File: config.mk
export PLATFORM = sky130hd
export DESIGN_NAME = axi_r_id_restore
export DESIGN_NICKNAME = d
export VERILOG_FILES = /design/src/rtl/axi_idmap_pkg.sv /design/src/rtl/skid_buffer_2.sv /design/src/rtl/axi_r_id_restore.sv
export SDC_FILE = /design/constraint.sdc
export NUM_CORES = 1
export LEC_CHECK = 0
export CAP_MARGIN = 10
export CORE_ASPECT_RATIO = 0.75
export CORE_UTILIZATION = 55
export CTS_BUF_LIST = sky130_fd_sc_hd__clkbuf_2 sky130_fd_sc_hd__clkbuf_4 sky130_fd_sc_hd__clkbuf_8
export DETAILED_ROUTE_END_ITERATION = 8
export PLACE_DENSITY = 0.85
export SYNTH_ARGS = -nofsm -noshare
export SYNTH_HDL_FRONTEND = slang
export SYNTH_HIERARCHICAL = 1
export SYNTH_SLANG_ARGS = --single-unit
File: constraint.sdc
create_clock -name clk -period 4.6 [get_ports clk]
set_input_delay 0.69 -clock clk [delete_from_list [all_inputs] [get_ports clk]]
set_output_delay 0.69 -clock clk [all_outputs]
set_load 0.005 [all_outputs]
File: src/rtl/axi_idmap_pkg.sv
// ============================================================================
// Package : axi_idmap_pkg
// Shared AXI ID-remap types and constants for the R-side restore block.
// Revision: 1.0
// ============================================================================
`default_nettype none

package axi_idmap_pkg;

  localparam int AXI_ID_W   = 4;
  localparam int AXI_DATA_W = 32;

  localparam logic [1:0] RESP_OKAY   = 2'b00;
  localparam logic [1:0] RESP_EXOKAY = 2'b01;
  localparam logic [1:0] RESP_SLVERR = 2'b10;
  localparam logic [1:0] RESP_DECERR = 2'b11;

  function automatic int uid_w(input int rows, input int cols);
    return $clog2(rows) + $clog2(cols);
  endfunction

  typedef struct packed {
    logic [AXI_ID_W-1:0]   id;
    logic [AXI_DATA_W-1:0] data;
    logic [1:0]            resp;
    logic                  last;
  } r_beat_t;

  typedef enum logic [0:0] {
    ST_IDLE  = 1'b0,
    ST_BURST = 1'b1
  } burst_state_e;

endpackage

`default_nettype wire

File: src/rtl/skid_buffer_2.sv
// ============================================================================
// Module : skid_buffer_2
// Two-entry registered skid buffer; input ready comes straight from a flop.
// Revision: 1.0
// ============================================================================
`default_nettype none

module skid_buffer_2 #(
  parameter int WIDTH = 8
) (
  input  logic             clk,
  input  logic             rst,
  input  logic             in_valid,
  output logic             in_ready,
  input  logic [WIDTH-1:0] in_data,
  output logic             out_valid,
  input  logic             out_ready,
  output logic [WIDTH-1:0] out_data
);

  logic             out_valid_q, out_valid_d;
  logic [WIDTH-1:0] out_data_q,  out_data_d;
  logic             skid_valid_q, skid_valid_d;
  logic [WIDTH-1:0] skid_data_q,  skid_data_d;
  logic             push;

  assign in_ready  = ~skid_valid_q;
  assign push      = in_valid & ~skid_valid_q;
  assign out_valid = out_valid_q;
  assign out_data  = out_data_q;

  always_comb begin
    out_valid_d  = out_valid_q;
    out_data_d   = out_data_q;
    skid_valid_d = skid_valid_q;
    skid_data_d  = skid_data_q;
    if (!out_valid_q || out_ready) begin
      // Output slot frees up: the skid entry (older) has priority over input.
      if (skid_valid_q) begin
        out_valid_d  = 1'b1;
        out_data_d   = skid_data_q;
        skid_valid_d = 1'b0;
      end else begin
        out_valid_d = push;
        if (push) out_data_d = in_data;
      end
    end else if (push) begin
      skid_valid_d = 1'b1;
      skid_data_d  = in_data;
    end
  end

  always_ff @(posedge clk) begin
    if (rst) begin
      out_valid_q  <= 1'b0;
      out_data_q   <= '0;
      skid_valid_q <= 1'b0;
      skid_data_q  <= '0;
    end else begin
      out_valid_q  <= out_valid_d;
      out_data_q   <= out_data_d;
      skid_valid_q <= skid_valid_d;
      skid_data_q  <= skid_data_d;
    end
  end

endmodule

`default_nettype wire

File: src/rtl/axi_r_id_restore.sv
// ============================================================================
// Module : axi_r_id_restore
// Restores original ARIDs on R beats and frees allocator slots on last beats.
// Revision: 1.0
// ============================================================================
`default_nettype none

module axi_r_id_restore
  import axi_idmap_pkg::*;
#(
  parameter  int ID_WIDTH   = 4,
  parameter  int NUM_ROWS   = 4,
  parameter  int NUM_COLS   = 4,
  parameter  int DATA_WIDTH = 32,
  localparam int UID_W      = uid_w(NUM_ROWS, NUM_COLS)
) (
  input  logic                  clk,
  input  logic                  rst,
  input  logic                  s_rvalid,
  output logic                  s_rready,
  input  logic [UID_W-1:0]      s_rid,
  input  logic [DATA_WIDTH-1:0] s_rdata,
  input  logic [1:0]            s_rresp,
  input  logic                  s_rlast,
  output logic                  m_rvalid,
  input  logic                  m_rready,
  output logic [ID_WIDTH-1:0]   m_rid,
  output logic [DATA_WIDTH-1:0] m_rdata,
  output logic [1:0]            m_rresp,
  output logic                  m_rlast,
  output logic                  free_req,
  output logic [UID_W-1:0]      free_unique_id,
  input  logic [ID_WIDTH-1:0]   restored_id,
  input  logic                  free_ack,
  output logic                  err_interleave,
  output logic                  err_ack
);

  logic             sb_in_ready;
  logic             s_hs;
  r_beat_t          beat_in;
  r_beat_t          beat_out;

  logic             free_req_q, free_req_d;
  logic [UID_W-1:0] free_uid_q, free_uid_d;
  logic             ack_pending_q, ack_pending_d;
  logic             err_ack_q, err_ack_d;
  logic             err_il_q, err_il_d;
  burst_state_e     state_q, state_d;
  logic [UID_W-1:0] lock_uid_q, lock_uid_d;

  // Stalling during the free cycle keeps the lookup pointed at s_rid only.
  assign s_rready = sb_in_ready & ~free_req_q;
  assign s_hs     = s_rvalid & s_rready;

  assign beat_in.id   = restored_id;
  assign beat_in.data = s_rdata;
  assign beat_in.resp = s_rresp;
  assign beat_in.last = s_rlast;

  skid_buffer_2 #(
    .WIDTH ($bits(r_beat_t))
  ) u_skid (
    .clk       (clk),
    .rst       (rst),
    .in_valid  (s_rvalid & ~free_req_q),
    .in_ready  (sb_in_ready),
    .in_data   (beat_in),
    .out_valid (m_rvalid),
    .out_ready (m_rready),
    .out_data  (beat_out)
  );

  assign m_rid   = beat_out.id;
  assign m_rdata = beat_out.data;
  assign m_rresp = beat_out.resp;
  assign m_rlast = beat_out.last;

  assign free_req       = free_req_q;
  assign free_unique_id = free_req_q ? free_uid_q : s_rid;
  assign err_interleave = err_il_q;
  assign err_ack        = err_ack_q;

  always_comb begin
    free_req_d    = s_hs & s_rlast;
    free_uid_d    = (s_hs & s_rlast) ? s_rid : free_uid_q;
    ack_pending_d = ack_pending_q;
    err_ack_d     = err_ack_q;
    if (free_ack) begin
      if (!ack_pending_q) err_ack_d = 1'b1;
      ack_pending_d = 1'b0;
    end else if (ack_pending_q && !free_req_q) begin
      // Pending for a second cycle with no acknowledge.
      err_ack_d     = 1'b1;
      ack_pending_d = 1'b0;
    end
    if (s_hs && s_rlast) ack_pending_d = 1'b1;
  end

  always_comb begin
    state_d    = state_q;
    lock_uid_d = lock_uid_q;
    err_il_d   = err_il_q;
    if (s_hs) begin
      case (state_q)
        ST_IDLE: begin
          if (!s_rlast) begin
            state_d    = ST_BURST;
            lock_uid_d = s_rid;
          end
        end
        ST_BURST: begin
          if (s_rid != lock_uid_q) err_il_d = 1'b1;
          if (s_rlast) state_d = ST_IDLE;
        end
        default: state_d = ST_IDLE;
      endcase
    end
  end

  always_ff @(posedge clk) begin
    if (rst) begin
      free_req_q    <= 1'b0;
      free_uid_q    <= '0;
      ack_pending_q <= 1'b0;
      err_ack_q     <= 1'b0;
      err_il_q      <= 1'b0;
      state_q       <= ST_IDLE;
      lock_uid_q    <= '0;
    end else begin
      free_req_q    <= free_req_d;
      free_uid_q    <= free_uid_d;
      ack_pending_q <= ack_pending_d;
      err_ack_q     <= err_ack_d;
      err_il_q      <= err_il_d;
      state_q       <= state_d;
      lock_uid_q    <= lock_uid_d;
    end
  end

endmodule

`default_nettype wire

==> metrics.txt, run 1 <==
TritonCTS clock tree built; initial antenna violation count 0; largest net degree at the start of global routing 95; Fin. Hold Viols 0; post-synth top area share 48.3%; CP max stage cell nand4bb_2; cell taking the most area after synthesis dfxtp_1; Initial DRC Count roughly 210; RSZ-0062 raised after global routing false; worst setup path class primary input to flip-flop; worst reg2reg path depth 4; clk sinks 93; syn avg cell area 9.03 sq um; via count 3348; # resized after CTS 0; worst r2r dst u_skid/skid_data_q[3]; hold path depth 2; Slew Limit Headroom 28.9%; Ant. Diodes 0; Design Area, Final 4960 sq um; status finished clean; Synth Warn # 6; crit path DAT 2860 ps; Hold EP u_skid/skid_data_q[35]; Final #Nets approximately 540; cts-stage hold buffer count 0; share of post-route cells with drive strength above 1 approximately 7.6%; final worst setup slack 1940 ps; Distinct cells, synth 31; CTS Root Cell clkbuf_8; routed wire length 9120 um; Initial DRT Pass Iterations 4; crit path capture type flip-flop; die height 74.5 um; setup_tns 0 ps; DIE AREA approximately 7400 sq um; Net Sw Frac 25.6%; Worst Max-Slew Pin Slew 1070 ps; most frequent cells in the layout 94 x clkdlybuf4s50_1, 92 x dfxtp_1, 90 x a21oi_1, 82 x nand2_1, 39 x mux2i_1; post-CTS setup buffers 0; DP Worst Slack 1590 ps; port bufs 95; Inserted Clock Buffers 9; # rows 26; internal power 1.27 mW; crit path from s_rvalid; post-route ant nets 0; commonest non-fill, non-tap cell in the layout clkdlybuf4s50_1; asr flop ratio synth 0%; P_leak 1.63 nW; core area 6800 sq um; Clock Path Buffers 2; Ports 96; Synth area leaders dfxtp_1 48%, a21oi_1 12%, mux2i_1 10%; Worst EP required slightly below 5000 ps; placed cell area 4750 sq um; CP Cell Sequence clkdlybuf4s50_1 > nor2b_1 > nand4bb_2 > nand2_1 > a21oi_1; top_reg_cell synth dfxtp_1; setup violators final 0; CTS clk-pin slew, worst paths 90 ps; H-Tree Level Count 3; Mapped Cells roughly 430; vias in the first global route roughly 2900; register area share after synthesis 48.3%; Setup Skew between 9 and 10 ps; worst r2r src free_req; Placer Congestion between 0.7 and 0.8; Cell Pwr Density between 300 and 400 nW/um^2; Vias per Instance approximately 5.7; switching pwr 0.436 mW; Remaining Overflow, GRT 0; clk_lat worst skew 360 ps; Mapped Nets 475; # DRC 0; Gate power share 15.9%; slowest stage delay, CP 870 ps; Die Wd 98.7 um; Startpoint Class primary input; post-detail-place hpwl between 5000 and 6000 um; Area Overhead vs Synth 28.5%; crit path time final 2660 ps; CP Max Fanout 39; period utilization 57.7%; Synth Register Bits 93; largest vdd supply drop 0.187 mV; global-route wire length before repair 14400 um; clock power share between 30% and 40%; Initial Util 56.7%; drt wl/cell 15.6 um; Max Cap Viol 0; Final Max Tran Viols 0; Worst Hold Class flip-flop to flip-flop; Global Route Usage Sum 25.2%; mapped cell area 3860 sq um; r2r setup slk 2360 ps; number of synthesized flops with an enable pin 0; hold path start u_skid/skid_data_q[35]; Flop pwr share 51.5%; fmax roughly 380 MHz
==> synth_stat cells (2+ instances only) <==
| cell | n |
|---|---|
| a211oi_1 | 29 |
| a211oi_2 | 10 |
| a21oi_1 | 90 |
| buf_1 | 2 |
| buf_2 | 12 |
| buf_6 | 3 |
| clkbuf_1 | 23 |
| dfxtp_1 | 93 |
| inv_1 | 3 |
| mux2_2 | 4 |
| mux2i_1 | 39 |
| nand2_1 | 82 |
| nand3_1 | 4 |
| nand3b_1 | 6 |
| nand4bb_1 | 2 |
| nor2_1 | 3 |
| nor2b_1 | 2 |
| o21ai_0 | 3 |
| o21ai_1 | 2 |
| xor2_1 | 4 |
==> worst max-delay path by stage <==
stage                                   endpoint  slack [ps]  cells past startpoint
after floorplan                         s_rready        2760                      4
after global placement    u_skid/skid_data_q[16]        1710                      5
after detailed placement   u_skid/skid_data_q[3]        1590                      5
after CTS                      free_unique_id[0]        1970                      3
after global routing      u_skid/skid_data_q[18]        1780                      5
final                      u_skid/skid_data_q[3]        1940                      5
==> metrics by stage <==
stage | hold slack (ps) | util [%] | total power, mW | cells
2_1_floorplan | 433 | - | 1.03 | 427
4_1_cts | 458 | 72.9 | 1.71 | 584
6_report | 457 | 72.9 | 1.71 | 584
3_5_place_dp | 446 | 69.8 | 1.17 | 568
5_1_grt | 481 | 72.9 | 1.78 | 584
3_3_place_gp | 441 | 69.8 | 1.16 | 568
==> cell families after synthesis <==
family | Yosys count | synth area share (%)
AOI/OAI and AO/OA | 135 | 21.4
xor gates and xnor gates | 4 | 0.908
buffers and inverters | 43 | 5.16
DFF | 93 | 48.3
muxes | 43 | 11.3
and+or+nand+nor | 109 | 13.0
==> sequential cells by signal (all words and copies together) (netlist names) <==
name	flops
ack_pending_q	1
err_ack	1
err_interleave	1
free_req	1
free_uid_q	4
lock_uid_q	4
state_q	1
u_skid/out_data	39
u_skid/out_valid	1
u_skid/skid_data_q	39
u_skid/skid_valid_q	1
==> final cells by class <==
type                    count  area, sq um
well taps                  84          105
repair buffers             97          963
flip-flops and latches     93         1860
clock buffers              10          138
clock inverters             6         72.6
fillers                   519         1840
inverters                   3         11.3
multi-input cells         291         1800
==> power by group through the flow <==
| stage | Sequential [mW] | Clock, mW | Combinational [mW] |
|---|---|---|---|
| global placement | 0.895 | 0 | 0.263 |
| detailed placement | 0.897 | 0 | 0.270 |
| finish | 0.879 | 0.555 | 0.271 |
| global route | 0.885 | 0.602 | 0.294 |
| floorplan | 0.894 | 0 | 0.132 |
| CTS | 0.879 | 0.564 | 0.272 |
==> critical path, delay by kind of cell <==
family                 cells  cell delay [ps]
AO/OA/AOI/OAI              1              100
AND/OR/NAND/NOR            3             1530
buffers and inverters      1              530
==> per-layer routing <==
layer  GRT usage, %  wire length [um]  vias up
met5              0                 0        -
met1           35.1              4250     1562
met3           6.11               631       10
met4           5.97                82        0
met2           40.0              4150      140
li1               -                 -     1636
(Power assumes the default switching activity.)
==> run 2: changes to the inputs <==
Settings changed: CORE_UTILIZATION 55 to 51, PLACE_DENSITY 0.85 to 0.79.
Clock period 4.6 ns to 2.7 ns, I/O delays scaled along.
==> metrics.txt, run 2 (same netlist as run 1, synthesis figures left out) <==
share of post-route cells with drive strength above 1 8.68% (+1.1 points); # resized after CTS 0 (unchanged); Final Max Tran Viols 0 (unchanged); RSZ-0062 raised after global routing false; Initial Util 52.6% (-4.1 points); Cell Pwr Density 586 nW/um^2 (+70%); fmax 462 MHz; # rows 27 (+3.8%); Vias per Instance 5.48 (-4.4%); worst setup path class flip-flop to output port; Worst EP required 2300 ps (-2510 ps); clk_lat worst skew 350 ps (about the same); Remaining Overflow, GRT 0 (unchanged); worst hold slack 245 ps (-212 ps); period utilization approximately 80%; CTS Root Cell clkbuf_8; Total Power 2.96 mW (+73%); Slew Limit Headroom 57.6% (+29 points); placed cell area 4840 sq um (+2.0%); initial antenna violation count 0 (unchanged); setup violators final 0 (unchanged); Fin. Hold Viols 0 (unchanged); Final #Nets 552 (+1.7%); CTS clk-pin slew, worst paths 80 ps (about the same); Setup Skew 7.97 ps (-1.69 ps); routed wire length 9490 um (+4.1%); Worst Hold Class primary input to flip-flop; hold path depth 2 (unchanged); largest vdd supply drop 0.342 mV (+83%); Global Route Usage Sum 25.0% (-0.14 points); crit path time final approximately 2200 ps; port bufs 95 (unchanged); Die Wd 102 um (+3.8%); post-route ant nets 0 (unchanged); largest net degree at the start of global routing 50 (-47%); failing checks DRC; Inserted Clock Buffers 9 (unchanged); via count 3331 (-0.51%); TritonCTS clock tree built; Initial DRT Pass Iterations 9 (+5); Placer Congestion 0.773 (-1.2%); global-route wire length before repair 15400 um (+6.7%); final worst setup slack 536 ps (-1410 ps); die height 77.3 um (+3.7%); Ant. Diodes 0 (unchanged); Area Overhead vs Synth 30.9%; core area 7330 sq um (+7.8%); crit path capture type output port; Worst Max-Slew Pin Slew 637 ps (-430 ps); Ports 96 (unchanged); H-Tree Level Count 3 (unchanged); post-CTS setup buffers 0 (unchanged); cts-stage hold buffer count 0 (unchanged); commonest non-fill, non-tap cell in the layout clkdlybuf4s50_1; DP Worst Slack 425 ps (-1160 ps); setup_tns 0 ps (unchanged); CP Max Fanout 13 (-67%); most frequent cells in the layout 94 x clkdlybuf4s50_1, 92 x dfxtp_1, 90 x a21oi_1, 82 x nand2_1, 39 x mux2i_1; worst reg2reg path depth 5 (+1); Max Cap Viol 0 (unchanged); crit path DAT 1760 ps (-1100 ps); status complete, but fails checks; Initial DRC Count 153 (-27%); DIE AREA 7920 sq um (+7.7%); vias in the first global route 3240 (+12%); post-detail-place hpwl 6320 um (+8.9%); clk sinks 93 (unchanged); # DRC 2 (+2); P_leak 1.68 nW (+2.9%); Startpoint Class flip-flop; Design Area, Final 5050 sq um (+1.9%); drt wl/cell 15.6 um (about the same); Clock Path Buffers 2 (unchanged)
-- run 2: critical path, cell delays in order, from the launching register on --
cell and delay (ps):
dfxtp_1 580, mux2_2 390, clkdlybuf4s50_1 440
-- run 2: where the power goes --
part	switching [mW]	internal (mW)	total, mW
clock network	0.442	0.544	0.986
logic	0.212	0.262	0.474
registers	0.0489	1.45	1.50
-- run 2: stage by stage --
stage	instances	util, %
floorplan	427	-
global placement	594	66.1
CTS	608	68.9
global route	608	68.9
finish	608	68.9
detailed placement	594	66.1
-- run 2: layer usage --
| layer | part of all wire, % | vias to the layer above | GRT usage [%] |
|---|---|---|---|
| li1 | - | 1646 | - |
| met1 | 47 | 1581 | 33.4 |
| met2 | 46 | 97 | 40.0 |
| met3 | 5.9 | 7 | 7.11 |
| met4 | 0.81 | 0 | 5.71 |
| met5 | 0 | - | 0 |
-- run 2: final cells by class --
type	instances	area, sq um
fillers	601	2280
flip-flops and latches	93	1860
multi-input cells	291	1800
repair buffers	106	1040
clock buffers	12	146
well taps	101	126
clock inverters	2	60.1
inverters	3	11.3
-- run 2: final timing paths --
path,slack (ps),from,end
hold / removal,240,rst,free_uid_q[3]
hold reg to reg,460,u_skid/skid_data_q[13],u_skid/skid_data_q[13]
setup / recovery,540,free_req,free_unique_id[2]
setup reg to reg,850,free_req,u_skid/skid_data_q[33]
